**config.mk**
```make
export PLATFORM = sky130hd
export DESIGN_NAME = multi_timer
export DESIGN_NICKNAME = d
export VERILOG_FILES = /design/src/rtl/tlc_timer_pkg.sv /design/src/rtl/timer_channel.sv /design/src/rtl/multi_timer.sv
export SDC_FILE = /design/constraint.sdc
export NUM_CORES = 1
export LEC_CHECK = 0
export CORE_MARGIN = 4
export CORE_UTILIZATION = 53
export DETAILED_ROUTE_END_ITERATION = 10
export PLACE_DENSITY = 0.89
export SLEW_MARGIN = 40
export SYNTH_ARGS = -nofsm -noshare
export SYNTH_HDL_FRONTEND = slang
export SYNTH_SLANG_ARGS = --single-unit
```
**constraint.sdc**
```tcl
create_clock -name clk -period 4.65 [get_ports clk]
set_input_delay 0.465 -clock clk [delete_from_list [all_inputs] [get_ports clk]]
set_output_delay 0.465 -clock clk [all_outputs]
set_load 0.02 [all_outputs]
```
**src/rtl/tlc_timer_pkg.sv**
```systemverilog
// Shared types, defaults and packing helper for the multi-channel phase timer.
package tlc_timer_pkg;

    // Per-channel counting mode selected by the auto_rl input bit.
    typedef enum logic {
        MODE_ONESHOT    = 1'b0,
        MODE_AUTORELOAD = 1'b1
    } mode_e;

    localparam int unsigned DefN      = 4;
    localparam int unsigned DefNumCh  = 4;
    localparam int unsigned DefPre    = 4;
    // Upper bounds: channel width up to 16 bits, up to 16 channels.
    localparam int unsigned MaxN      = 16;
    localparam int unsigned MaxW      = 256;

    // Extract channel idx of a packed vector whose channels are width bits wide.
    // The caller zero-extends its vector to MaxW bits and truncates the result.
    function automatic logic [MaxN-1:0] get_ch(input logic [MaxW-1:0] vec,
                                               input int unsigned idx,
                                               input int unsigned width);
        logic [MaxW-1:0] sh;
        logic [MaxN-1:0] mask;
        sh   = vec >> (idx * width);
        mask = (width >= MaxN) ? '1 : ((MaxN'(1) << width) - MaxN'(1));
        return sh[MaxN-1:0] & mask;
    endfunction

endpackage

```
**src/rtl/timer_channel.sv**
```systemverilog
// One down-counting timer channel: count, reload value and registered done pulse.
module timer_channel
    import tlc_timer_pkg::*;
#(
    parameter int unsigned N = DefN
) (
    input  logic         i_clk,
    input  logic         i_rst,
    input  logic         i_tick,
    input  logic         i_en,
    input  logic         i_load,
    input  logic         i_auto_rl,
    input  logic [N-1:0] i_init,
    output logic [N-1:0] o_count,
    output logic         o_done,
    output logic         o_expired
);

    logic [N-1:0] r_count;
    logic [N-1:0] w_count_d;
    logic [N-1:0] r_reload;
    logic [N-1:0] w_reload_d;
    logic         r_done;
    logic         w_done_d;
    mode_e        w_mode;

    assign w_mode = i_auto_rl ? MODE_AUTORELOAD : MODE_ONESHOT;

    // Next state: load beats counting; done only on the 1 -> 0 step.
    always_comb begin
        w_count_d  = r_count;
        w_reload_d = r_reload;
        w_done_d   = 1'b0;
        if (i_load) begin
            w_count_d  = i_init;
            w_reload_d = i_init;
        end else if (i_tick && i_en) begin
            if (r_count > N'(1)) begin
                w_count_d = r_count - N'(1);
            end else if (r_count == N'(1)) begin
                w_count_d = '0;
                w_done_d  = 1'b1;
            end else if (w_mode == MODE_AUTORELOAD) begin
                // Reload from 0 gives a period of reload+1 ticks; reload 0 stays at 0.
                w_count_d = r_reload;
            end
        end
    end

    // State registers with synchronous reset.
    always_ff @(posedge i_clk) begin
        if (i_rst) begin
            r_count  <= '0;
            r_reload <= '0;
            r_done   <= 1'b0;
        end else begin
            r_count  <= w_count_d;
            r_reload <= w_reload_d;
            r_done   <= w_done_d;
        end
    end

    assign o_count   = r_count;
    assign o_done    = r_done;
    assign o_expired = (r_count == '0);

endmodule

```
**src/rtl/multi_timer.sv**
```systemverilog
// NUM_CH independent down-counters sharing one tick. Optional tick prescaler is
// enabled by defining MTIMER_PRESCALE_EN; otherwise every clk_en is a tick.
module multi_timer
    import tlc_timer_pkg::*;
#(
    parameter int unsigned N        = DefN,
    parameter int unsigned NUM_CH   = DefNumCh,
    parameter int unsigned PRESCALE = DefPre
) (
    input  logic                  clk,
    input  logic                  rst,
    input  logic                  clk_en,
    input  logic [NUM_CH-1:0]     en,
    input  logic [NUM_CH-1:0]     load,
    input  logic [NUM_CH-1:0]     auto_rl,
    input  logic [NUM_CH*N-1:0]   init,
    output logic [NUM_CH*N-1:0]   out,
    output logic [NUM_CH-1:0]     done,
    output logic [NUM_CH-1:0]     expired
);

    localparam int unsigned PreW = (PRESCALE > 1) ? $clog2(PRESCALE) : 1;
`ifdef MTIMER_PRESCALE_EN
    localparam int unsigned PreDiv = (PRESCALE < 1) ? 1 : PRESCALE;
`else
    // Divide-by-one: the prescale counter stays at 0 and tick follows clk_en.
    localparam int unsigned PreDiv = 1;
`endif

    logic [PreW-1:0]   r_pre;
    logic [PreW-1:0]   w_pre_d;
    logic              w_tick;
    logic [MaxW-1:0]   w_init_ext;

    // Prescale counter next state; tick fires on the clk_en that wraps it to 0.
    always_comb begin
        w_pre_d = r_pre;
        w_tick  = 1'b0;
        if (clk_en) begin
            if (r_pre == PreW'(PreDiv - 1)) begin
                w_pre_d = '0;
                w_tick  = 1'b1;
            end else begin
                w_pre_d = r_pre + PreW'(1);
            end
        end
    end

    // Prescale counter register.
    always_ff @(posedge clk) begin
        if (rst) begin
            r_pre <= '0;
        end else begin
            r_pre <= w_pre_d;
        end
    end

    assign w_init_ext = MaxW'(init);

    for (genvar g = 0; g < NUM_CH; g++) begin : g_ch
        logic [N-1:0] w_init_ch;
        logic [N-1:0] w_count;

        assign w_init_ch = N'(get_ch(w_init_ext, g, N));

        timer_channel #(
            .N (N)
        ) u_ch (
            .i_clk     (clk),
            .i_rst     (rst),
            .i_tick    (w_tick),
            .i_en      (en[g]),
            .i_load    (load[g]),
            .i_auto_rl (auto_rl[g]),
            .i_init    (w_init_ch),
            .o_count   (w_count),
            .o_done    (done[g]),
            .o_expired (expired[g])
        );

        assign out[g*N +: N] = w_count;
    end

endmodule

```
# After elaboration in Yosys (flattened, before gate mapping)

Index checks and enable logic that the tools add are counted.

Add/subtract/negate cells: 5
Multipliers: 0
Divide/modulo/power cells: 0
$lt $le $gt $ge: 4
Equal/unequal tests: 4
Shift operators: 0
Multiplexer cells: 31
Bitwise operators: 4
Reductions and logical operators: 25

Operators with widths:

| operator                                           | number |
|---|---|
| 2-to-1 mux 4 bit                                   | 20 |
| == test 4 x 1 -> 1 bit, second input constant      | 4 |
| > comparator 4 x 1 -> 1 bit, second input constant | 4 |
| logical NOT 4 bit                                  | 4 |
| nonzero test 4 bit                                 | 4 |
| OR reduction 4 bit                                 | 4 |
| subtractor 4 x 1 -> 4 bit, second input constant   | 4 |
| 2-to-1 mux 1 bit                                   | 10 |
| AND reduction 2 bit                                | 4 |
| nonzero test 2 bit                                 | 4 |
| logical AND 1 bit                                  | 4 |
| NOT 1 bit                                          | 4 |
| adder 2 x 1 -> 2 bit, second input constant        | 1 |
| logical NOT 2 bit                                  | 1 |
| 2-to-1 mux 2 bit                                   | 1 |

Register bits after elaboration: 38
Latch bits: 0
Memory bits (writable): 0
Bits in read-only memories: 0
Input bits: 31
Output and inout port bits: 24
Logic and storage cells: 86
Memories: 0

# Longest topological paths before layout

Gate-level depths: netlist of run 1.

Depth in word-level cells: 6
Mapped depth: 6

# Modules after synthesis

Synthesis of run 1 repeated with hierarchy kept, for this count alone.

Cells, all modules: 243
Area, all modules: 2199.6 µm²

Modules (own cells, without submodules):

| module        | times used | cells each | area each (µm²) | seq. area each (µm²) |
|---|---|---|---|---|
| timer_channel | 4          | 58         | 523.0           | 180.2 |
| multi_timer   | 1          | 11         | 107.6           | 40.0 |

# Least setup slack after synthesis of run 1

No wires, ideal clock.

Path kind: flip-flop to flip-flop
From: register g_ch[3].u_ch.r_count[1]
To: register g_ch[3].u_ch.r_count[0]
Data arrival time: 1884 ps
Slack: 2680 ps
Cell stages (with the launch flop): 7
Buffers on the path: 0
Period minus slack after synthesis: 1970 ps
Cell sequence: dfxtp_1 -> inv_1 -> ha_1 -> or4b_4 -> o31ai_4 -> nor3_1 -> a211oi_1

Cells in the longest elaborated chain, start to end: 5

Ends and longest elaborated chain:

| what                                                                | RTL line            | source |
|---|---|---|
| start: declaration                                                  | timer_channel.sv:19 | `logic [N-1:0] r_count;` |
| start signal: assignment                                            | timer_channel.sv:57 | `r_count <= w_count_d;` |
| branches (longest 5 deep; another with > comparator 4 x 1 -> 1 bit) | --                  |  |

Parallel ways; which one is timed is not known. The select of a mux whose other input is x is not followed.
A chain may end at the register's enable or synchronous reset.

# Final worst setup path of run 1

From: register g_ch[3].u_ch.r_count[2]
To: output port expired[3]

Cells in the longest elaborated chain, start to end: 1

Ends and longest elaborated chain:

| what              | RTL line            | source |
|---|---|---|
| logical NOT 4 bit | timer_channel.sv:65 | `assign o_expired = (r_count == '0);` |
| end: declaration  | multi_timer.sv:19   | `output logic [NUM_CH-1:0] expired` |

No other way between the ends.

==> results.py, run 1 <==
metrics = {
    "cts": {
        "cts.sinks": 38,
        "clk_latency_ns": 0.29,
        "cts_tree": "built",
        "h-tree-depth": 2,
        "hold_buffers": 0,
        "clockBufferDepth": 2,
        "cts_resized": 0,
        "root_buffer": "clkbuf_8",
        "cts_buffers": 5,
        "cts_setup_buffers": 0,
        "clk_pin_slew_worst_paths_ns": 0.08,
    },
    "logic_synthesis": {
        "ys_seq_elements": 38,
        "netlist_area_sq_um": 2250,
        "synth_edf_count": 0,
        "synth_flop_cell": "dfxtp_1",
        "ys_types": 47,
        "syn_inst": 267,
        "synthArstFlopShare": 0,
        "yosys.area.top_type": "dfxtp_1",
        "avgSynthCellArea_sq_um": 8.42,
        "synth-seq-area-share": 0.339,
        "synth_area_leaders": "dfxtp_1, ha_1, a21oi_1",
        "synth_top_area_share": 0.339,
        "yosysWarnings": 0,
        "synth_nets": 312,
    },
    "pwr": {
        "p_per_area_nw_per_um2": 318,
        "sequentialPowerShare": 0.417,
        "power_frac_comb": 0.316,
        "swShare": 0.322,
        "clkPwrFrac": 0.267,
        "p_leak_uw": 0.00111,
        "max-vdd-ir-drop_uv": 214,
        "switchingPower_uw": 290,
        "internal_power_uw": 610,
    },
    "route": {
        "routedWlPerCell_um": 13.6,
        "drtPass1Iterations": 4,
        "route.detailed.drc": 0,
        "viasPerCell": 5.59,
        "drtIter0Drc": 93,
        "drt-total-wl_mm": 4.93,
        "vias": 2030,
        "antenna_left": 0,
    },
    "finish": {
        "drive_gt1_frac": 0.0703,
        "area_growth_pct": 25.8,
        "num_antenna_cells": 0,
        "fin_nets": 357,
        "multi_input_area_sq_um": 1300,
        "seq_area_sq_um": 761,
        "final.fill_count": 336,
        "final_area_sq_um": 2830,
        "fin_util": 0.697,
    },
    "setup_path": {
        "path_class": "reg -> out",
        "r2r_setup_slack_ns": 2.60,
        "critical_path.top_delay_family": "buffers and inverters",
        "crit_buf_inv": 1,
        "startpoint_type": "register",
        "crit_chain": "nor2_1 -> and2_1 -> clkdlybuf4s50_1",
        "cp.required_ns": 4.18,
        "r2r-start": "g_ch[3].u_ch.o_count[1]$_SDFFE_PP0P_",
        "path_max_fanout": 7,
        "cp-startpoint": "g_ch[3].u_ch.o_count[2]$_SDFFE_PP0P_",
        "critPathArrivalTime_ns": 1.75,
        "cp_slowest_stage_delay_ns": 0.60,
        "cp_slowest_cell": "clkdlybuf4s50_1",
        "worstSetupEndpointType": "output port",
    },
    "floorplan": {
        "core_sq_um": 4060,
        "rows": 23,
        "dieArea_sq_um": 5350,
        "start_util": 0.554,
        "die_height_um": 73.1,
        "ioPinCount": 55,
        "die_w_um": 73.1,
    },
    "placed_design": {
        "port-buffer-count": 54,
        "dpl-instance-area_sq_um": 2740,
        "gp_congestion": 0.813,
        "dp.final_hpwl_mm": 3.53,
    },
    "global_route": {
        "antenna_found_initial": 0,
        "grt_use_total": 0.193,
        "grt_pass1_vias": 1923,
        "grt_start_max_net_pins": 38,
        "grt_pass1_wl_mm": 8.26,
        "grt_overflow": 0,
    },
    "timing": {
        "whs_ns": 0.471,
        "maxSlewViolCount": 0,
        "skew_ns": 0.00553,
        "finalSetupViolCount": 0,
        "slew_headroom": 0.606,
        "tightest_slew_ns": 0.589,
        "max_freq_mhz": 451,
        "min_period_ns": 2.22,
        "hold_viol": 0,
        "rsz0062_at_grt": "no",
        "tns_ns": 0,
        "period_share": 0.477,
    },
    "worst_hold_path": {
        "holdCritPathClass": "reg -> reg",
        "worstHoldStart": "g_ch[2].u_ch.r_reload[2]$_SDFFE_PP0P_",
    },
    "flow_run": {
        "cap_violations": 0,
    },
    "status": {
        "outcome": "finished clean",
    },
}
-- cell families (layout without fill, tap and decap cells) --
group,Yosys count,in the layout,share of synthesized area
compound gates,68,68,0.202
fa+ha+maj,14,14,0.0780
buf+inv,35,81,0.0846
flops,38,38,0.339
mux,13,13,0.0590
simple gates,99,99,0.238
-- cell type report --
class                      count  share of cell area
multi-input combinational    194               0.459
sequential                    38               0.269
timing repair buffer          55               0.194
clock buffer                   7              0.0305
inverter                      18              0.0239
tap                           50              0.0221
clock inverter                 1             0.00177
-- placed cells by master, fill, tap and decap left out, drive strengths merged, types with 3 or more instances in the layout --
master,Yosys,routed
a31oi,3,3
nor4b,3,3
clkdlybuf4s50,0,54
nand2b,12,12
and2,6,6
a21o,3,3
o211ai,3,3
inv,18,18
ha,14,14
or4b,3,3
dfxtp,38,38
mux2i,11,11
nor2b,4,4
nand2,18,18
a2111oi,3,3
a31o,3,3
nor2,29,29
a211oi,8,8
a21oi,27,27
or2,4,4
o21ai,8,8
nor3,9,9
clkbuf,3,7
-- power groups by stage --
stage / logic [uW] / registers, uW / clock network (uW)
3_5_place_dp: 282 / 382 / 0
6_report: 284 / 375 / 240
2_1_floorplan: 176 / 395 / 0
3_3_place_gp: 278 / 382 / 0
5_1_grt: 313 / 380 / 255
4_1_cts: 286 / 375 / 244
-- synth_stat cells (all sizes together) (6+ instances only) --
| library cell | instances |
|---|---|
| nand2b | 12 |
| nor2 | 29 |
| dfxtp | 38 |
| nor3 | 9 |
| ha | 14 |
| o21ai | 8 |
| inv | 18 |
| nand2 | 18 |
| a211oi | 8 |
| a21oi | 27 |
| and2 | 6 |
| buf | 14 |
| mux2i | 11 |
-- per-layer routing --
layer,up-vias,track usage,wire length [um]
li1,1026,-,-
met4,0,0.0553,47
met5,-,0,0
met3,6,0.0496,250
met2,58,0.340,2460
met1,940,0.228,2180
-- path summary, 6_finish.rpt --
check / endpoint / cells after the start
max reg2reg: g_ch[3].u_ch.o_count[0]$_SDFFE_PP0P_ / 6
max: expired[3] / 3
min reg2reg: g_ch[2].u_ch.r_reload[2]$_SDFFE_PP0P_ / 2
min: g_ch[2].u_ch.r_reload[2]$_SDFFE_PP0P_ / 2
-- sequential cells by signal, summed over array words and instances (netlist names) --
register            count
r_pre                   2
g_ch.u_ch.o_done        4
g_ch.u_ch.r_reload     16
g_ch.u_ch.o_count      16
-- through the flow --
stage	setup slack [ns]	total power, uW	cells
2_1_floorplan	2.68	571	267
3_3_place_gp	2.51	659	355
3_5_place_dp	2.46	665	355
4_1_cts	2.44	904	363
5_1_grt	2.31	948	363
6_report	2.43	899	363
-- tightest hold or removal path, stage by stage, from the launching register on --
cell and delay, ns:
dfxtp_1 0.31, nand2_1 0.06, a21oi_1 0.06
Power figures use the tool's default switching activity.
==> run 2: changes to the inputs <==
Settings changed: CORE_UTILIZATION 53 to 49, PLACE_DENSITY 0.89 to 0.83.
Clock period 4.65 ns to 2.2 ns, I/O delays scaled along.
==> run 2 against run 1 <==
Die area is 7.3% higher. Routed wire length is 3.4% higher. Combinational power is 110% higher. Count of clock-buffer cells in the layout stayed put. Final area is 1.7% higher. Sequential power is 110% higher. Register-to-register slack worse by 2.5 ns. Largest cell class unchanged. Worst setup slack worse by 2.3 ns. Total power is 110% higher. Via count is 1.1% higher. Non-clock buffer count is 6 higher.
==> results.py, run 2 (synthesized netlist as in run 1, its figures left out) <==
metrics = {
    "route": {
        "antenna_left": 0,
        "route.detailed.drc": 0,
        "routedWlPerCell_um": 13.7,
        "drtPass1Iterations": 4,
        "drt-total-wl_mm": 5.10,
        "drtIter0Drc": 93,
        "viasPerCell": 5.53,
        "vias": 2053,
    },
    "floorplan": {
        "core_sq_um": 4380,
        "start_util": 0.513,
        "dieArea_sq_um": 5730,
        "die_w_um": 75.7,
        "die_height_um": 75.7,
        "rows": 24,
        "ioPinCount": 55,
    },
    "cts": {
        "root_buffer": "clkbuf_8",
        "h-tree-depth": 2,
        "clk_pin_slew_worst_paths_ns": 0.08,
        "cts_setup_buffers": 0,
        "clk_latency_ns": 0.29,
        "cts_buffers": 5,
        "cts_resized": 0,
        "clockBufferDepth": 2,
        "cts.sinks": 38,
        "hold_buffers": 0,
        "cts_tree": "built",
    },
    "finish": {
        "final_area_sq_um": 2870,
        "stdcell_count": 371,
        "drive_gt1_frac": 0.0878,
        "fin_util": 0.656,
        "num_antenna_cells": 0,
        "final_cell_mix": "clkdlybuf4s50_1, dfxtp_1, nor2_1",
        "area_growth_pct": 27.9,
        "mostFrequentLayoutCell": "clkdlybuf4s50_1",
        "fin_nets": 363,
    },
    "timing": {
        "maxSlewViolCount": 0,
        "hold_viol": 0,
        "period_share": 0.941,
        "max_freq_mhz": 483,
        "rsz0062_at_grt": "no",
        "min_period_ns": 2.07,
        "finalSetupViolCount": 0,
        "skew_ns": 0.00533,
        "tightest_slew_ns": 0.457,
        "tns_ns": 0,
        "slew_headroom": 0.688,
    },
    "setup_path": {
        "rr_worst_depth": 6,
        "path_class": "reg -> reg",
        "critPathArrivalTime_ns": 2.28,
        "worstSetupEndpointType": "register",
        "cp.required_ns": 2.41,
        "cp-startpoint": "g_ch[3].u_ch.o_count[1]$_SDFFE_PP0P_",
        "startpoint_type": "register",
        "path_max_fanout": 8,
        "r2r-start": "g_ch[3].u_ch.o_count[1]$_SDFFE_PP0P_",
    },
    "worst_hold_path": {
        "holdCritPathClass": "reg -> reg",
        "worstHoldStart": "g_ch[2].u_ch.r_reload[2]$_SDFFE_PP0P_",
        "hold_depth": 2,
    },
    "global_route": {
        "antenna_found_initial": 0,
        "grt_use_total": 0.187,
        "grt_pass1_wl_mm": 8.22,
        "grt_start_max_net_pins": 20,
        "grt_pass1_vias": 1906,
        "grt_overflow": 0,
    },
    "pwr": {
        "totalPowerFinal_uw": 1900,
        "p_leak_uw": 0.00114,
        "p_per_area_nw_per_um2": 662,
        "max-vdd-ir-drop_uv": 406,
    },
    "placed_design": {
        "dpl-instance-area_sq_um": 2780,
        "port-buffer-count": 54,
        "gp_congestion": 0.803,
        "dp.final_hpwl_mm": 3.70,
        "dp_cells": 363,
    },
    "status": {
        "outcome": "finished clean",
    },
    "flow_run": {
        "cap_violations": 0,
    },
}
-- run 2: changes by cell type in the layout (fill, tap and decap cells not counted), sizes merged --
cell / before / now
buf: 1 / 7
-- run 2: stage by stage --
| stage | hold WS, ns | setup slack (ns) |
|---|---|---|
| 6_report | 0.467 | 0.129 |
| 5_1_grt | 0.504 | 0.00662 |
| 4_1_cts | 0.468 | 0.154 |
| 3_5_place_dp | 0.456 | 0.197 |
| 3_3_place_gp | 0.454 | 0.299 |
| 2_1_floorplan | 0.364 | 0.230 |
-- run 2: critical path, stage by stage (launching register included) --
cell and delay (ns):
dfxtp_1 0.35, inv_1 0.10, ha_1 0.27, or4b_4 0.54, o31ai_4 0.37, nor3_1 0.13
a211oi_1 0.23
-- run 2: power by group --
group | internal, uW | total [uW] | switching (uW) | leakage, uW
Combinational | 307 | 610 | 304 | 0.000779
Sequential | 737 | 793 | 56.3 | 0.000313
Clock | 253 | 500 | 247 | 0.0000482
Total | 1300 | 1900 | 607 | 0.00114
-- run 2: metal layers --
layer / track usage / routed length, um / up-vias
met5: 0 / 0 / -
met1: 0.228 / 2300 / 957
met2: 0.320 / 2460 / 52
met3: 0.0383 / 271 / 7
met4: 0.0738 / 69 / 0
li1: - / - / 1037
-- run 2: final timing paths --
check | end | slack [ns]
max | g_ch[3].u_ch.o_count[0]$_SDFFE_PP0P_ | 0.13
min | g_ch[2].u_ch.r_reload[2]$_SDFFE_PP0P_ | 0.47
max reg2reg | g_ch[3].u_ch.o_count[0]$_SDFFE_PP0P_ | 0.13
min reg2reg | g_ch[2].u_ch.r_reload[2]$_SDFFE_PP0P_ | 0.47
-- run 2: layout make-up --
cell class / count / area, sq um
Timing Repair Buffer: 61 / 593
Sequential cell: 38 / 761
Inverter: 18 / 67.6
Clock inverter: 1 / 5.00
Fill cell: 385 / 1510
Tap cell: 52 / 65.1
Clock buffer: 7 / 86.3
Multi-Input combinational cell: 194 / 1300
==> RTL edit 1: new RTL, config.mk and constraints of run 2 <==
Build with the macro `MTIMER_PRESCALE_EN` defined.
--- a/src/rtl/multi_timer.sv
+++ b/src/rtl/multi_timer.sv
@@ -1,5 +1,7 @@
 // NUM_CH independent down-counters sharing one tick. Optional tick prescaler is
 // enabled by defining MTIMER_PRESCALE_EN; otherwise every clk_en is a tick.
+`define MTIMER_PRESCALE_EN
+
 module multi_timer
     import tlc_timer_pkg::*;
 #(
Function: changed (Yosys sat finds a counterexample within 4 cycles, from zero or initial values and one cycle with rst high).
==> RTL edit 1 against run 2 <==
Worst setup slack better by 0.021 ns; final cell count down 2.7%; die area is 1.4% lower; combinational power is 3% lower; sequential cell count stayed put; synthesized cell count shrank 4.1%; non-clock buffer count grew 1; worst hold slack better by 0.00060 ns; power fell by 1.8%; area after synthesis down 1.6%; routed wire length fell by 0.41%; design area decreased by 0.61%; sequential power shrank 2%.
==> RTL edit 1: results (changes against run 2) <==
| Metric | Value |
|---|---|
| Top cells by area, synth | dfxtp_1 (34%), ha_1 (7.4%), mux2i_1 (4.5%), a211oi_1 (4.4%), nor2_1 (4.2%) |
| First-pass GRT wire length | 8470 um (+2.9%) |
| Total Nets Final | 352 (-3.0%) |
| Placer congestion estimate | 0.851 (+6.0%) |
| Met1 Usage GRT | 23.7% (+0.94 points) |
| Register area share after synthesis | 34.4% (+0.56 points) |
| # fillers | 381 (-1.0%) |
| Layout cells sized above 1 | 11.0% (+2.2 points) |
| Largest net degree at the start of global routing | 35 (+75%) |
| Cell leakage power | 1.10 nW (-3.8%) |
| WL met2 | 2410 um (-1.9%) |
| Vias | 2,012 (-2.0%) |
| GRT Util Overall | 18.9% (+0.28 points) |
| Wire length on met3 | 308 um (+14%) |
| Relative slew margins | 74.5% (+5.8 points) |
| Worst reg2reg path endpoint | g_ch[0].u_ch.o_count[3] |
| Unique cell type count in the Yosys netlist | 39 (-17%) |
| Wire length per cell | 14.1 um (+2.3%) |
| Initial DRC Count | 148 (+59%) |
| CP Max Fanout | 6 (-2) |
| Hold Path Sink | g_ch[1].u_ch.r_reload[2] |
| Dpl hpwl | 3660 um (-1.2%) |
| Post-Syn Nets | 300 (-3.8%) |
| VDD IR max | 0.386 mV (-5.0%) |
| DRT met1 WL | 2280 um (-0.96%) |
| R2R depth | 7 (+1) |
| Number of global-route vias before repair | 1,892 (-0.73%) |
| Post-synth top cells | dfxtp_1 (38), nor2_1 (25), a21oi_1 (18), nand2_1 (18) |
| Status | complete, no violations |
| Met3 Usage GRT | 4.27% (+0.45 points) |
| Internal reg-to-reg setup slack | 0.15 ns (+0.02 ns) |
| Hold path startpoint | g_ch[1].u_ch.r_reload[2] |
| Met2 Use GR | 32.2% (+0.18 points) |
| Area after DPL | 2750 um2 (-1.2%) |
==> RTL edit 1: cell types whose count changed after synthesis, sizes merged, moves of 4 or more <==
cell / delta
a21oi: -9
nor3: +8
nand2b: -7
a211oi: +5
a31o: +4
nor2: -4
==> RTL edit 1: cell type report <==
type	count	area share, %
Sequential cell	38	26.6
Timing Repair Buffer	62	21.0
Clock inverter	1	0.175
Multi-Input combinational cell	184	44.6
Tap cell	52	2.28
Inverter	17	2.23
Clock buffer	7	3.02
==> RTL edit 1: stage by stage <==
stage	util (%)	hold WS (ns)	instances	power (mW)	worst slack, ns
floorplan	-	0.364	256	1.18	0.230
global placement	63.2	0.452	351	1.37	0.159
detailed placement	63.2	0.459	351	1.38	0.157
CTS	65.3	0.470	359	1.88	0.128
global route	65.6	0.500	361	1.98	0.0476
finish	65.6	0.468	361	1.87	0.151
==> RTL edit 1: logic make-up (layout without fill, tap and decap cells) <==
kind of cell | after synthesis | count (layout) | synth area share [%]
fa+ha+maj | 13 | 13 | 7.36
flops | 38 | 38 | 34.4
simple gates | 95 | 95 | 22.7
compound gates | 65 | 65 | 22.6
buf+inv | 34 | 87 | 7.92
mux | 11 | 11 | 5.04
==> RTL edit 1: critical path: cells and delay by family (launching register included) <==
| family | cells | cell delay [ns] |
|---|---|---|
| and+or+nand+nor | 1 | 0.53 |
| DFF | 1 | 0.37 |
| AOI/OAI and AO/OA | 3 | 0.47 |
| buffers and inverters | 2 | 0.28 |
| adders and majority gates | 1 | 0.26 |
==> RTL edit 1: power by group <==
| part | switching, mW | total, mW | internal, mW |
|---|---|---|---|
| Sequential | 0.0467 | 0.781 | 0.735 |
| Clock | 0.243 | 0.496 | 0.253 |
| Combinational | 0.294 | 0.591 | 0.297 |
==> RTL edit 2: new RTL, settings of run 2 <==
Made on the original files. Register the inputs `en`, `load`, `auto_rl` and `init` before use, with the module's reset. The logic sees them one clock later.
--- a/src/rtl/multi_timer.sv
+++ b/src/rtl/multi_timer.sv
@@ -20,6 +20,25 @@
 );
 
     localparam int unsigned PreW = (PRESCALE > 1) ? $clog2(PRESCALE) : 1;
+
+    logic [NUM_CH-1:0] en_q;
+    logic [NUM_CH-1:0] load_q;
+    logic [NUM_CH-1:0] auto_rl_q;
+    logic [NUM_CH*N-1:0] init_q;
+
+    always_ff @(posedge clk) begin
+        if (rst) begin
+            en_q      <= '0;
+            load_q    <= '0;
+            auto_rl_q <= '0;
+            init_q    <= '0;
+        end else begin
+            en_q      <= en;
+            load_q    <= load;
+            auto_rl_q <= auto_rl;
+            init_q    <= init;
+        end
+    end
 `ifdef MTIMER_PRESCALE_EN
     localparam int unsigned PreDiv = (PRESCALE < 1) ? 1 : PRESCALE;
 `else
@@ -55,7 +74,7 @@
         end
     end
 
-    assign w_init_ext = MaxW'(init);
+    assign w_init_ext = MaxW'(init_q);
 
     for (genvar g = 0; g < NUM_CH; g++) begin : g_ch
         logic [N-1:0] w_init_ch;
@@ -69,9 +88,9 @@
             .i_clk     (clk),
             .i_rst     (rst),
             .i_tick    (w_tick),
-            .i_en      (en[g]),
-            .i_load    (load[g]),
-            .i_auto_rl (auto_rl[g]),
+            .i_en      (en_q[g]),
+            .i_load    (load_q[g]),
+            .i_auto_rl (auto_rl_q[g]),
             .i_init    (w_init_ch),
             .o_count   (w_count),
             .o_done    (done[g]),
Formal check against the unedited RTL: not equivalent (a bounded check fails within 4 cycles, from zero or initial values and one cycle with rst high).
==> RTL edit 2 against run 2 <==
Sequential cell count grew 28; routed wire length grew 10%; fmax grew 2.5%; design area grew 29%; power grew 54%; area after synthesis grew 32%; non-clock buffer count shrank 2; sequential share of layout area grew 9.2 points; final cell count grew 21%; worst setup slack gained 0.051 ns; global-route usage shrank 2.2 points; highest routed layer unchanged.
==> RTL edit 2: results (changes against run 2) <==
| Metric | Value |
|---|---|
| R2R depth | 7 (+1) |
| Max incr delay on CP | 0.51 ns (-0.03 ns) |
| Part of the power in registers | 45.3% (+3.6 points) |
| Comb group | 0.657 mW (+7.7%) |
| Cell leakage power | 1.40 nW (+23%) |
| Status | complete, no violations |
| Unique cell type count in the Yosys netlist | 39 (-17%) |
| Critical path arrival | 2.24 ns (-0.04 ns) |
| Area after DPL | 3500 um2 (+26%) |
| Post-Syn Nets | 364 (+17%) |
| Met2 Use GR | 26.1% (-5.9 points) |
| Number of global-route vias before repair | 2,203 (+16%) |
| First-pass GRT wire length | 9660 um (+17%) |
| Worst-Margin Slew | 0.572 ns (+0.115 ns) |
| RR Startpoint | g_ch[1].u_ch.o_count[0] |
| Top cells by area, synth | dfxtp_1 (44%), nor2b_1 (6.7%), ha_1 (5.9%), mux2i_1 (4.4%), a21oi_1 (3.7%) |
| Initial DRC Count | 79 (-15%) |
| Wire length on met3 | 290 um (+7.0%) |
| Sw Pwr | 0.812 mW (+34%) |
| DRT met1 WL | 2470 um (+7.5%) |
| Drt pass-1 iters | 5 (+1) |
| Largest net degree at the start of global routing | 25 (+25%) |
| Hold Path Class | primary input to flip-flop |
| VDD IR max | 0.406 mV (-0.19%) |
| H-tree Lvls | 3 (+1) |
| Hold Path Sink | r_pre[0] |
| Layout cells sized above 1 | 10.2% (+1.4 points) |
| Met1 Usage GRT | 20.2% (-2.6 points) |
| Worst Clk Skew | 0.00739 ns (+0.00206 ns) |
| Vias | 2,332 (+14%) |
| Total CTS buffers | 9 (+4) |
| WL met2 | 2720 um (+11%) |
| Clk Latency, worst-skew pair | 0.33 ns (+0.04 ns) |
## RTL edit 2: changes by cell type in the layout (fill, tap and decap cells not counted), sizes merged, moves of 5 or more
cell,before,now
inv,18,23
dfxtp,38,66
nor2b,4,32
a21oi,27,22
nand2b,12,6
clkbuf,7,13
## RTL edit 2: worst max-delay path by stage
stage	to	cells after the start	start	slack, ns
floorplan	g_ch[1].u_ch.o_count[0]	6	g_ch[1].u_ch.o_count[1]	0.23
global placement	g_ch[2].u_ch.o_count[0]	6	g_ch[2].u_ch.o_count[1]	0.31
detailed placement	g_ch[1].u_ch.o_count[1]	6	g_ch[1].u_ch.o_count[0]	0.19
CTS	g_ch[1].u_ch.o_count[1]	6	g_ch[1].u_ch.o_count[0]	0.15
global route	g_ch[1].u_ch.o_count[3]	7	g_ch[1].u_ch.o_count[0]	0.04
finish	g_ch[1].u_ch.o_count[3]	7	g_ch[1].u_ch.o_count[0]	0.18
## RTL edit 2: cell type report
cell class	instances	area, um2
clock buffers	13	179
clock inverters	2	10.0
fillers	506	2180
inverters	23	86.3
multi-input cells	210	1440
flip-flops and latches	66	1320
well taps	75	93.8
repair buffers	59	573
## RTL edit 2: worst register-to-register path: stages (launching register included)
cell and delay (ns):
dfxtp_1 0.35, inv_1 0.11, ha_1 0.26, or4b_4 0.52, o31ai_4 0.31, buf_4 0.19
a221o_1 0.10, a21oi_1 0.06
## RTL edit 2: logic make-up after synthesis
| family | count (synthesis) | synth area share (%) |
|---|---|---|
| AND/OR/NAND/NOR | 114 | 21.4 |
| AO/OA/AOI/OAI | 67 | 16.0 |
| flip-flops | 66 | 44.5 |
| buffers and inverters | 43 | 7.12 |
| multiplexers | 15 | 5.14 |
| adder cells (fa/ha/maj) | 14 | 5.90 |
